File: src/rtl/cdc_hsk_pkg.sv
// Shared types and helpers for the destination-side handshake responder.
package cdc_hsk_pkg;

  typedef enum logic {
    IDLE = 1'b0,
    ACK  = 1'b1
  } hsk_state_t;

  // Bits needed to hold an occupancy count of 0..depth inclusive.
  function automatic int unsigned fill_width(input int unsigned depth);
    return $clog2(depth + 1);
  endfunction

endpackage

File: src/rtl/cdc_hsk_fifo.sv
// Synchronous first-word-fall-through FIFO; occupancy kept in a separate counter
// so pointers can wrap modulo DEPTH without a full/empty ambiguity bit.
module cdc_hsk_fifo
  import cdc_hsk_pkg::*;
#(
  parameter  int unsigned WIDTH  = 16,
  parameter  int unsigned DEPTH  = 4,
  localparam int unsigned FILL_W = fill_width(DEPTH),
  localparam int unsigned PTR_W  = $clog2(DEPTH)
) (
  input  logic              clk,
  input  logic              rst_n,
  input  logic              push,
  input  logic [WIDTH-1:0]  push_data,
  input  logic              pop,
  output logic [WIDTH-1:0]  pop_data,
  output logic [FILL_W-1:0] fill
);

  logic [WIDTH-1:0] mem [DEPTH];
  logic [PTR_W-1:0] wr_ptr;
  logic [PTR_W-1:0] rd_ptr;

  // Storage array carries no reset; validity comes from fill.
  always_ff @(posedge clk) begin
    if (push) begin
      mem[wr_ptr] <= push_data;
    end
  end

  always_ff @(posedge clk) begin
    if (!rst_n) begin
      wr_ptr <= '0;
      rd_ptr <= '0;
      fill   <= '0;
    end else begin
      if (push) begin
        wr_ptr <= wr_ptr + PTR_W'(1);
      end
      if (pop) begin
        rd_ptr <= rd_ptr + PTR_W'(1);
      end
      case ({push, pop})
        2'b10:   fill <= fill + FILL_W'(1);
        2'b01:   fill <= fill - FILL_W'(1);
        default: fill <= fill;
      endcase
    end
  end

  assign pop_data = mem[rd_ptr];

endmodule

File: src/rtl/cdc_hsk_dest_ctrl.sv
// Destination-side responder for an external-ack CDC handshake: captures one word
// per request into a FWFT FIFO and withholds dest_ack while the FIFO cannot take it.
module cdc_hsk_dest_ctrl
  import cdc_hsk_pkg::*;
#(
  parameter  int unsigned WIDTH  = 16,
  parameter  int unsigned DEPTH  = 4,
  localparam int unsigned FILL_W = fill_width(DEPTH)
) (
  input  logic              dest_clk,
  input  logic              dest_rst_n,
  input  logic              dest_req,
  input  logic [WIDTH-1:0]  dest_in,
  output logic              dest_ack,
  output logic [WIDTH-1:0]  m_data,
  output logic              m_valid,
  input  logic              m_ready,
  output logic [FILL_W-1:0] fill,
  output logic              req_stall
);

  hsk_state_t state_q;
  hsk_state_t state_d;
  logic       push;
  logic       pop;
  logic       push_ok;
  logic       ack_q;

  assign m_valid = (fill != '0);
  assign pop     = m_valid & m_ready;
  // A pop in the same cycle frees the slot the push needs.
  assign push_ok = (fill < FILL_W'(DEPTH)) | pop;

  always_ff @(posedge dest_clk) begin
    if (!dest_rst_n) begin
      state_q <= IDLE;
      ack_q   <= 1'b0;
    end else begin
      state_q <= state_d;
      ack_q   <= (state_d == ACK);
    end
  end

  // Next state, push strobe and stall indication.
  always_comb begin
    state_d   = state_q;
    push      = 1'b0;
    req_stall = 1'b0;
    case (state_q)
      IDLE: begin
        if (dest_req) begin
          if (push_ok) begin
            push    = 1'b1;
            state_d = ACK;
          end else begin
            req_stall = 1'b1;
          end
        end
      end
      ACK: begin
        if (!dest_req) begin
          state_d = IDLE;
        end
      end
      default: state_d = IDLE;
    endcase
  end

  assign dest_ack = ack_q;

  cdc_hsk_fifo #(
    .WIDTH (WIDTH),
    .DEPTH (DEPTH)
  ) u_fifo (
    .clk       (dest_clk),
    .rst_n     (dest_rst_n),
    .push      (push),
    .push_data (dest_in),
    .pop       (pop),
    .pop_data  (m_data),
    .fill      (fill)
  );

endmodule

File: config.mk
export PLATFORM = sky130hd
export DESIGN_NAME = cdc_hsk_dest_ctrl
export DESIGN_NICKNAME = d
export VERILOG_FILES = /design/src/rtl/cdc_hsk_pkg.sv /design/src/rtl/cdc_hsk_fifo.sv /design/src/rtl/cdc_hsk_dest_ctrl.sv
export SDC_FILE = /design/constraint.sdc
export NUM_CORES = 1
export LEC_CHECK = 0
export BUFFER_PORTS_ARGS = -buffer_cell sky130_fd_sc_hd__buf_2
export CAP_MARGIN = 20
export CELL_PAD_IN_SITES_DETAIL_PLACEMENT = 1
export CELL_PAD_IN_SITES_GLOBAL_PLACEMENT = 2
export CORE_MARGIN = 5
export CORE_UTILIZATION = 29
export DETAILED_ROUTE_END_ITERATION = 10
export GPL_TIMING_DRIVEN = 1
export PLACE_DENSITY = 0.54
export SYNTH_ARGS = -nofsm -noshare
export SYNTH_HDL_FRONTEND = slang
export SYNTH_HIERARCHICAL = 1
export SYNTH_SLANG_ARGS = --single-unit
File: constraint.sdc
create_clock -name dest_clk -period 2.95 [get_ports dest_clk]
set_clock_uncertainty 0.1 [all_clocks]
set_input_delay 0.59 -clock dest_clk [delete_from_list [all_inputs] [get_ports dest_clk]]
set_output_delay 0.59 -clock dest_clk [all_outputs]
set_load 0.01 [all_outputs]
After elaboration in Yosys (flattened, before gate mapping). Memories as Yosys holds them, arrays and structs flattened. A register that Yosys moved wholly into a read port is not among the register bits. Index checks and enable logic that the tools add are counted. Widths: inputs -> output; s select.

Register bits: 8. Bits in writable memories: 64. Output and inout port bits: 22. Memories kept: 1.

$add $sub $neg: 4. $lt $le $gt $ge: 1. Equal/unequal tests: 2. Mux-type cells: 13. Bitwise logic cells: 3. Reduce and logical (&&, ||, !) cells: 2.

Memory list: u_fifo.mem (depth 4, bits a word 16, rd ports 1, clocked after Yosys merged registers in 1, write ports 1, RTL line cdc_hsk_fifo.sv:20) `logic [WIDTH-1:0] mem [DEPTH];`.

Operator list (count): $mux 1 (9); $pmux 3 s2 (1); $add 2x1->2 const B (2); $mux 2 (2); $add 3x1->3 const B (1); $lt 3x3->1 const B (1); $reduce_bool 3->1 (1); $sub 3x1->3 const B (1); $eq 2x1->1 const B (1); $eq 2x2->1 const B (1); $pmux 1 s2 (1); $reduce_bool 2->1 (1); $and 1x1->1 (1); $not 1->1 (1); $or 1x1->1 (1).

Longest topological paths before layout. Gate-level depths: netlist of the first run.

Word-level depth: 8. Depth in mapped cells: 9.

Cells and area by module. Netlist of the first run, hierarchy kept.

By module, submodules not included: cdc_hsk_fifo (times used 1, cells an instance 128, area an instance 2785.2 um2); cdc_hsk_dest_ctrl (times used 1, cells an instance 7, area an instance 72.6 um2).

Worst setup path before layout of the first run. No wires, ideal clock.

Path type: input to register. Start point: input m_ready. End point: register u_fifo.fill[2]. Setup time: 0.076 ns. Data arrival time: 2.204 ns. Data required time: 2.774 ns. Path slack: 0.570 ns. Stages on the path: 9. Buffers on the path: 0. Cells stage by stage: nand2b_1 -> and3b_1 -> inv_1 -> ha_1 -> inv_1 -> fa_1 -> xor2_1 -> or3_1 -> a21boi_0.

Longest elaborated chain between the ends: 7. Elaborated cells on any way between the ends: 9.

RTL lines: start: declaration (RTL line cdc_hsk_dest_ctrl.sv:17) `input logic m_ready,`; $and 1x1->1 * (RTL line cdc_hsk_dest_ctrl.sv:30) `assign pop = m_valid & m_ready;`; $or 1x1->1 * (RTL line cdc_hsk_dest_ctrl.sv:32) `assign push_ok = (fill < FILL_W'(DEPTH)) | pop;`; $mux 1 * (RTL line cdc_hsk_dest_ctrl.sv:52) `if (push_ok) begin`; $mux 1 * (RTL line cdc_hsk_dest_ctrl.sv:51) `if (dest_req) begin`; $mux 1 * (RTL line cdc_hsk_dest_ctrl.sv:49) `case (state_q)`; net push (RTL line cdc_hsk_dest_ctrl.sv:24) `logic push;`; $eq 2x1->1 / $eq 2x2->1 (equally long branches) (RTL line cdc_hsk_fifo.sv:43) `case ({push, pop})`; $pmux 3 s2 / $reduce_bool 2->1 (equally long branches); end signal: assignment (RTL line cdc_hsk_fifo.sv:44) `2'b10: fill <= fill + FILL_W'(1);`; end signal: assignment (RTL line cdc_hsk_fifo.sv:45) `2'b01: fill <= fill - FILL_W'(1);`; end signal: assignment (RTL line cdc_hsk_fifo.sv:46) `default: fill <= fill;`; end: declaration (RTL line cdc_hsk_fifo.sv:17) `output logic [FILL_W-1:0] fill`.

Mark *: on every way through the listed nets, which the timed path passes. The rest lies on a longest branch. A chain may end at the register's enable or synchronous reset.

==> reports/qor.csv, run 1 <==
stage;metric;value;unit
drt;drc;0;
global_routing;grtUsageTotal;9.666;%
timing;drv_slew;0;
power_and_ir_drop;p_comb_share;23.3;%
timing;tightestPinTransition;269.3;ps
die;rows;36;
finish;num_antenna_cells;0;
timing;finalSetupTns;0;ps
finish;instances_no_fill;327;
die;start_util;29.51;%
power_and_ir_drop;power_frac_seq;46.9;%
timing;hold_violations;0;
yosys;netlist_instances;135;
power_and_ir_drop;p_sw;0.7076;mW
timing;hold_slack;366.6;ps
power_and_ir_drop;leakage;1.212;nW
finish;drive_gt1_share;37.63;%
min_path;hold_path.class;in2reg;
power_and_ir_drop;power_density;791.9;mW/mm^2
yosys;synth.area.mux_share;13.75;%
critical_path;reg2reg_to;u_fifo/fill[2];
critical_path;crit_chain;buf_4 -> mux4_1 -> buf_2;
min_path;worst_hold_path.endpoint;u_fifo/mem[3][5];
yosys;synth_fa_ha_area_share;2.890;%
finish;syn_to_final_growth;20.62;%
yosys;synth-simple-area-share;4.378;%
global_routing;grt_pass1_wl;8273;um
timing;max_clock_freq;424.8;MHz
timing;final.setup.worst_slack;596.0;ps
global_routing;grt_max_degree;17;
critical_path;rrSetupSlack;700;ps
timing;fin_crit_sh;79.80;%
place;dpl.cell_count;312;
yosys;ys_ff_latch;74;
critical_path;critPathMaxStageDelay;600;ps
cts;post_cts_buffers;0;
global_routing;overflow;0;
place;hpwl;3603;um
yosys;syn_area;0.002858;mm^2
cts;clkTransAtPathRegs;70;ps
global_routing;grt_pass1_vias;1580;
timing;relSlewSlack;82.04;%
die;die_h;109.3;um
critical_path;cp_slowest_cell;mux4_1;
cts;cts-root-buf;clkbuf_8;
place;post-place-ws;301.4;ps
cts;htreeDepth;3;
yosys;syn_avg_cell_area;21.17;um^2
power_and_ir_drop;internal_power;2.022;mW
die;io-pin-count;42;
place;globalplace.congestion;0.6698;
finish;design_area;0.003447;mm^2
yosys;synth_seq_area_share;74.26;%
critical_path;crit_fanout;10;
critical_path;r2r_cells;9;
cts;clockBufferDepth;2;
run;maxCapViolations;0;
critical_path;cp-end-kind;output port;
cts;post_cts_resized;0;
drt;via_per_inst;4.239;
die;die_width;109.3;um
yosys;synth_top_family_by_area;multiplexers;
finish;final_util;35.59;%
yosys;synth_xor_area_share;1.532;%
drt;wl;5327;um
critical_path;timing.rr.start;u_fifo/fill[2];
finish;seqCellArea;0.002122;mm^2
cts;clkLatencyLatePin;330;ps
finish;multi_input_area;671.9;um^2
power_and_ir_drop;ir_drop;0.3086;mV
die;dieArea;0.01194;mm^2
drt;drt.antenna.violating_nets;0;
drt;vias;1386;
cts;cts_tree;done;
min_path;worstHoldPathCells;1;
drt;drt_iter0_drc;54;
cts;clock_sinks;74;
yosys;syn_nets;161;
yosys;synth_compound_area_share;0.9632;%
place;placed_area;0.003241;mm^2
timing;rsz0062_at_grt;no;
place;io_buffers;41;
cts;cts_hold_buf;0;
power_and_ir_drop;p_total;2.730;mW
yosys;synth_cell_types;25;
critical_path;crit_path_start_kind;register;
power_and_ir_drop;clockPowerShare;29.7;%
power_and_ir_drop;swShare;25.92;%
critical_path;crit_required;2260;ps
yosys;yosys_warnings;6;
die;core-area;0.009684;mm^2
timing;finalSetupViolCount;0;
cts;cts-buffers-inserted;9;
drt;post_drt_wl_per_cell;16.29;um
global_routing;antenna_found_initial;0;
min_path;hp-start;dest_in[5];
critical_path;worstPathArrival;1660;ps
finish;fillers;982;
timing;min_period;2354;ps
critical_path;path_class;reg2out;
run_status;status;completed;
drt;first_pass_iters;4;
finish;nNetsFinal;216;
## worst max-delay path by stage
stage / slack [ps] / cells past startpoint / endpoint
final: 600 / 3 / m_data[2]
after global routing: 500 / 3 / m_data[2]
after CTS: 550 / 3 / m_data[2]
after detailed placement: 300 / 10 / u_fifo/fill[2]
after global placement: 390 / 10 / u_fifo/fill[2]
after floorplan: 570 / 9 / u_fifo/fill[2]
## synth_stat cells
library cell / n / area (um^2)
and2_1: 10 / 62.56
xor2_1: 3 / 26.28
fa_1: 1 / 20.02
mux4_2: 10 / 225.2
or3_1: 1 / 6.260
and3b_1: 1 / 8.760
or3_4: 1 / 11.26
nor3b_1: 1 / 7.510
nor2b_1: 1 / 6.260
nand2b_1: 1 / 6.260
dfxtp_1: 10 / 200.2
edfxtp_1: 64 / 1922
and2_4: 1 / 8.760
ha_1: 5 / 62.56
inv_1: 6 / 22.52
buf_2: 2 / 10.01
buf_12: 1 / 20.02
mux4_1: 6 / 157.7
buf_6: 1 / 11.26
o21ai_0: 2 / 10.01
xnor2_1: 2 / 17.52
a21boi_0: 1 / 7.510
o211a_1: 1 / 10.01
nand2_1: 2 / 7.510
mux2i_1: 1 / 10.01
## placed cells by master, fill, tap and decap left out, types with 2 or more instances in the layout
cell type and n:
edfxtp_1 64, buf_2 41, dfxtp_1 10, mux4_2 10, and2_1 10, clkbuf_8 9
buf_4 7, inv_1 6, mux4_1 6, ha_1 5, xor2_1 3, clkinvlp_4 2
bufinv_16 2, clkinv_1 2, nand2_1 2, o21ai_0 2, xnor2_1 2
## metal layers
layer / routed length, um / track usage, % / vias up / share of wire [%]
li1: - / - / 637 / -
met1: 2295 / 11.73 / 707 / 43
met2: 2673 / 15.61 / 34 / 50
met3: 280 / 3.316 / 8 / 5.3
met4: 78 / 4.274 / 0 / 1.5
met5: 0 / 0 / - / 0
## worst max-delay path: cells and delay by family, from the launching register on
family                 cells  cell delay (ps)
buffers and inverters      2              390
flip-flops                 1              330
multiplexers               1              600
## layout make-up
cell class,instances,share of cell area [%]
clock buffer,9,3.593
clock inverter,6,2.396
inverter,6,0.6534
multi-input combinational,51,19.49
sequential,74,61.56
tap,133,4.828
timing repair buffer,48,7.477
## power groups by stage
stage | Clock [mW] | Combinational, mW | Sequential (mW)
after floorplan | 0 | 0.446 | 1.30
after global placement | 0 | 0.637 | 1.30
after detailed placement | 0 | 0.655 | 1.30
after CTS | 0.838 | 0.662 | 1.28
after global routing | 0.891 | 0.702 | 1.29
final | 0.811 | 0.637 | 1.28
## cells by family after synthesis
kind of cell | count (synthesis)
AOI/OAI and AO/OA | 4
xor gates and xnor gates | 5
adders and majority gates | 6
buffers and inverters | 10
DFF | 74
muxes | 17
and+or+nand+nor | 19
## registers in the layout (all words and copies together) (netlist names), named ones only
signal and flops:
dest_ack 1, u_fifo/fill 3, u_fifo/mem 64, u_fifo/rd_ptr 2
u_fifo/wr_ptr 2
Power figures use the tool's default switching activity.
==> inputs of run 2 (changes only) <==
==> constraint.sdc (replaced) <==
create_clock -name dest_clk -period 2.4 [get_ports dest_clk]
set_clock_uncertainty 0.1 [all_clocks]
set_input_delay 0.48 -clock dest_clk [delete_from_list [all_inputs] [get_ports dest_clk]]
set_output_delay 0.48 -clock dest_clk [all_outputs]
set_load 0.01 [all_outputs]
==> reports/qor.csv, run 2 (synthesis results as in run 1) <==
stage;metric;value;unit;change
critical_path;crit_required;1820;ps;-440 ps
cts;post_cts_resized;0;;unchanged
die;dieArea;0.01194;mm^2;unchanged
cts;htreeDepth;3;;unchanged
power_and_ir_drop;power_density;971.5;mW/mm^2;+23%
finish;top_register;u_fifo/mem;;
global_routing;antenna_found_initial;0;;unchanged
critical_path;path_class;reg2out;;
critical_path;worstPathArrival;1640;ps;-20 ps
die;rows;36;;unchanged
cts;cts-root-buf;clkbuf_8;;
timing;fin_crit_sh;92.33;%;
critical_path;crit_fanout;16;;+6
cts;clockBufferDepth;2;;unchanged
timing;min_period;2216;ps;
finish;largest_reg_flops;64;;unchanged
finish;final_util;36.06;%;+0.47 points
timing;final.setup.worst_slack;184.2;ps;-411.9 ps
die;die_h;109.3;um;unchanged
timing;tightestPinTransition;254.0;ps;-15.30 ps
drt;post_drt_wl_per_cell;16.44;um;+0.93%
global_routing;grt_pass1_vias;1637;;+3.6%
critical_path;crit_chain;buf_12 -> mux4_1 -> buf_2;;
drt;vias;1440;;+3.9%
finish;instances_no_fill;332;;+1.5%
die;core-area;0.009684;mm^2;unchanged
die;die_width;109.3;um;unchanged
global_routing;overflow;0;;unchanged
timing;hold_violations;0;;unchanged
power_and_ir_drop;leakage;1.245;nW;+2.8%
finish;final_common_cell;edfxtp_1;;
critical_path;path_delay_family;multiplexers;;
critical_path;cp_num_buf_inv;2;;unchanged
finish;layout_common_cells;edfxtp_1, buf_2;;
place;dpl.cell_count;316;;+1.3%
cts;clkTransAtPathRegs;80;ps;about the same
run_status;status;completed;;
cts;clkLatencyLatePin;330;ps;about the same
place;post-place-ws;-79.70;ps;-381.1 ps
place;io_buffers;41;;unchanged
finish;reg_top3;u_fifo/mem: 64 flops, u_fifo/fill: 3 flops;;
cts;cts_tree;done;;
drt;first_pass_iters;4;;unchanged
finish;fillers;1003;;+2.1%
power_and_ir_drop;ir_drop;0.3385;mV;+9.7%
finish;num_antenna_cells;0;;unchanged
place;globalplace.congestion;0.6989;;+4.3%
finish;nNetsFinal;220;;+1.9%
die;io-pin-count;42;;unchanged
critical_path;crit_path_start_kind;register;;
timing;finalSetupViolCount;0;;unchanged
finish;syn_to_final_growth;22.20;%;
place;placed_area;0.003283;mm^2;+1.3%
drt;via_per_inst;4.337;;+2.3%
timing;max_clock_freq;451.3;MHz;
critical_path;cp-end-kind;output port;;
global_routing;grtUsageTotal;9.971;%;+0.31 points
finish;design_area;0.003492;mm^2;+1.3%
global_routing;grt_max_degree;17;;unchanged
drt;drt.antenna.violating_nets;0;;unchanged
drt;drt_iter0_drc;39;;-28%
min_path;hp-start;dest_in[8];;
cts;cts_hold_buf;0;;unchanged
timing;drv_slew;0;;unchanged
run;maxCapViolations;0;;unchanged
die;start_util;29.51;%;unchanged
critical_path;timing.rr.start;u_fifo/fill[2];;
finish;drive_gt1_share;38.69;%;+1.1 points
critical_path;critPathMaxStageDelay;590;ps;about the same
drt;wl;5459;um;+2.5%
min_path;hold_path.class;in2reg;;
cts;cts-buffers-inserted;9;;unchanged
global_routing;grt_pass1_wl;8556;um;+3.4%
cts;clock_sinks;74;;unchanged
critical_path;cp_slowest_cell;mux4_1;;
timing;relSlewSlack;83.06;%;+1.0 points
cts;post_cts_buffers;0;;unchanged
drt;drc;0;;unchanged
place;hpwl;3725;um;+3.4%
timing;rsz0062_at_grt;no;;
-- run 2: changes by cell type in the layout (fill, tap and decap cells not counted), sizes merged --
cell and delta:
clkinvlp -2, buf +4, clkinv +2, clkbuf +1
-- run 2: layout make-up --
type,instances,area [um^2],area share (%)
clock buffer,10,127.6,3.655
clock inverter,6,81.33,2.329
inverter,6,22.52,0.6449
multi-input combinational,51,671.9,19.24
sequential,74,2122,60.77
tap,133,166.4,4.765
timing repair buffer,52,300.3,8.599
-- run 2: through the flow --
stage | hold slack, ps | total power, mW | setup TNS (ps)
after floorplan | 427.7 | 2.144 | 0
after global placement | 410.6 | 2.401 | 0
after detailed placement | 431.5 | 2.434 | -79.70
after CTS | 232.3 | 3.466 | 0
after global routing | 220.0 | 3.602 | 0
final | 251.3 | 3.393 | 0
-- run 2: final timing paths --
path	endpoint	slack [ps]	cells past startpoint
max	m_data[2]	180	3
min	u_fifo/mem[2][8]	250	1
max reg2reg	u_fifo/fill[2]	200	9
min reg2reg	dest_ack	450	1
-- run 2: routing by layer --
layer	vias up	track usage (%)	routed length, um
met5	-	0	0
met4	0	4.274	74
met3	10	3.612	296
met2	37	16.45	2765
met1	745	11.73	2322
li1	648	-	-
-- run 2: where the power goes --
group          internal [mW]  switching, mW
Combinational          0.416          0.384
Sequential              1.52         0.0555
Clock                  0.579          0.442
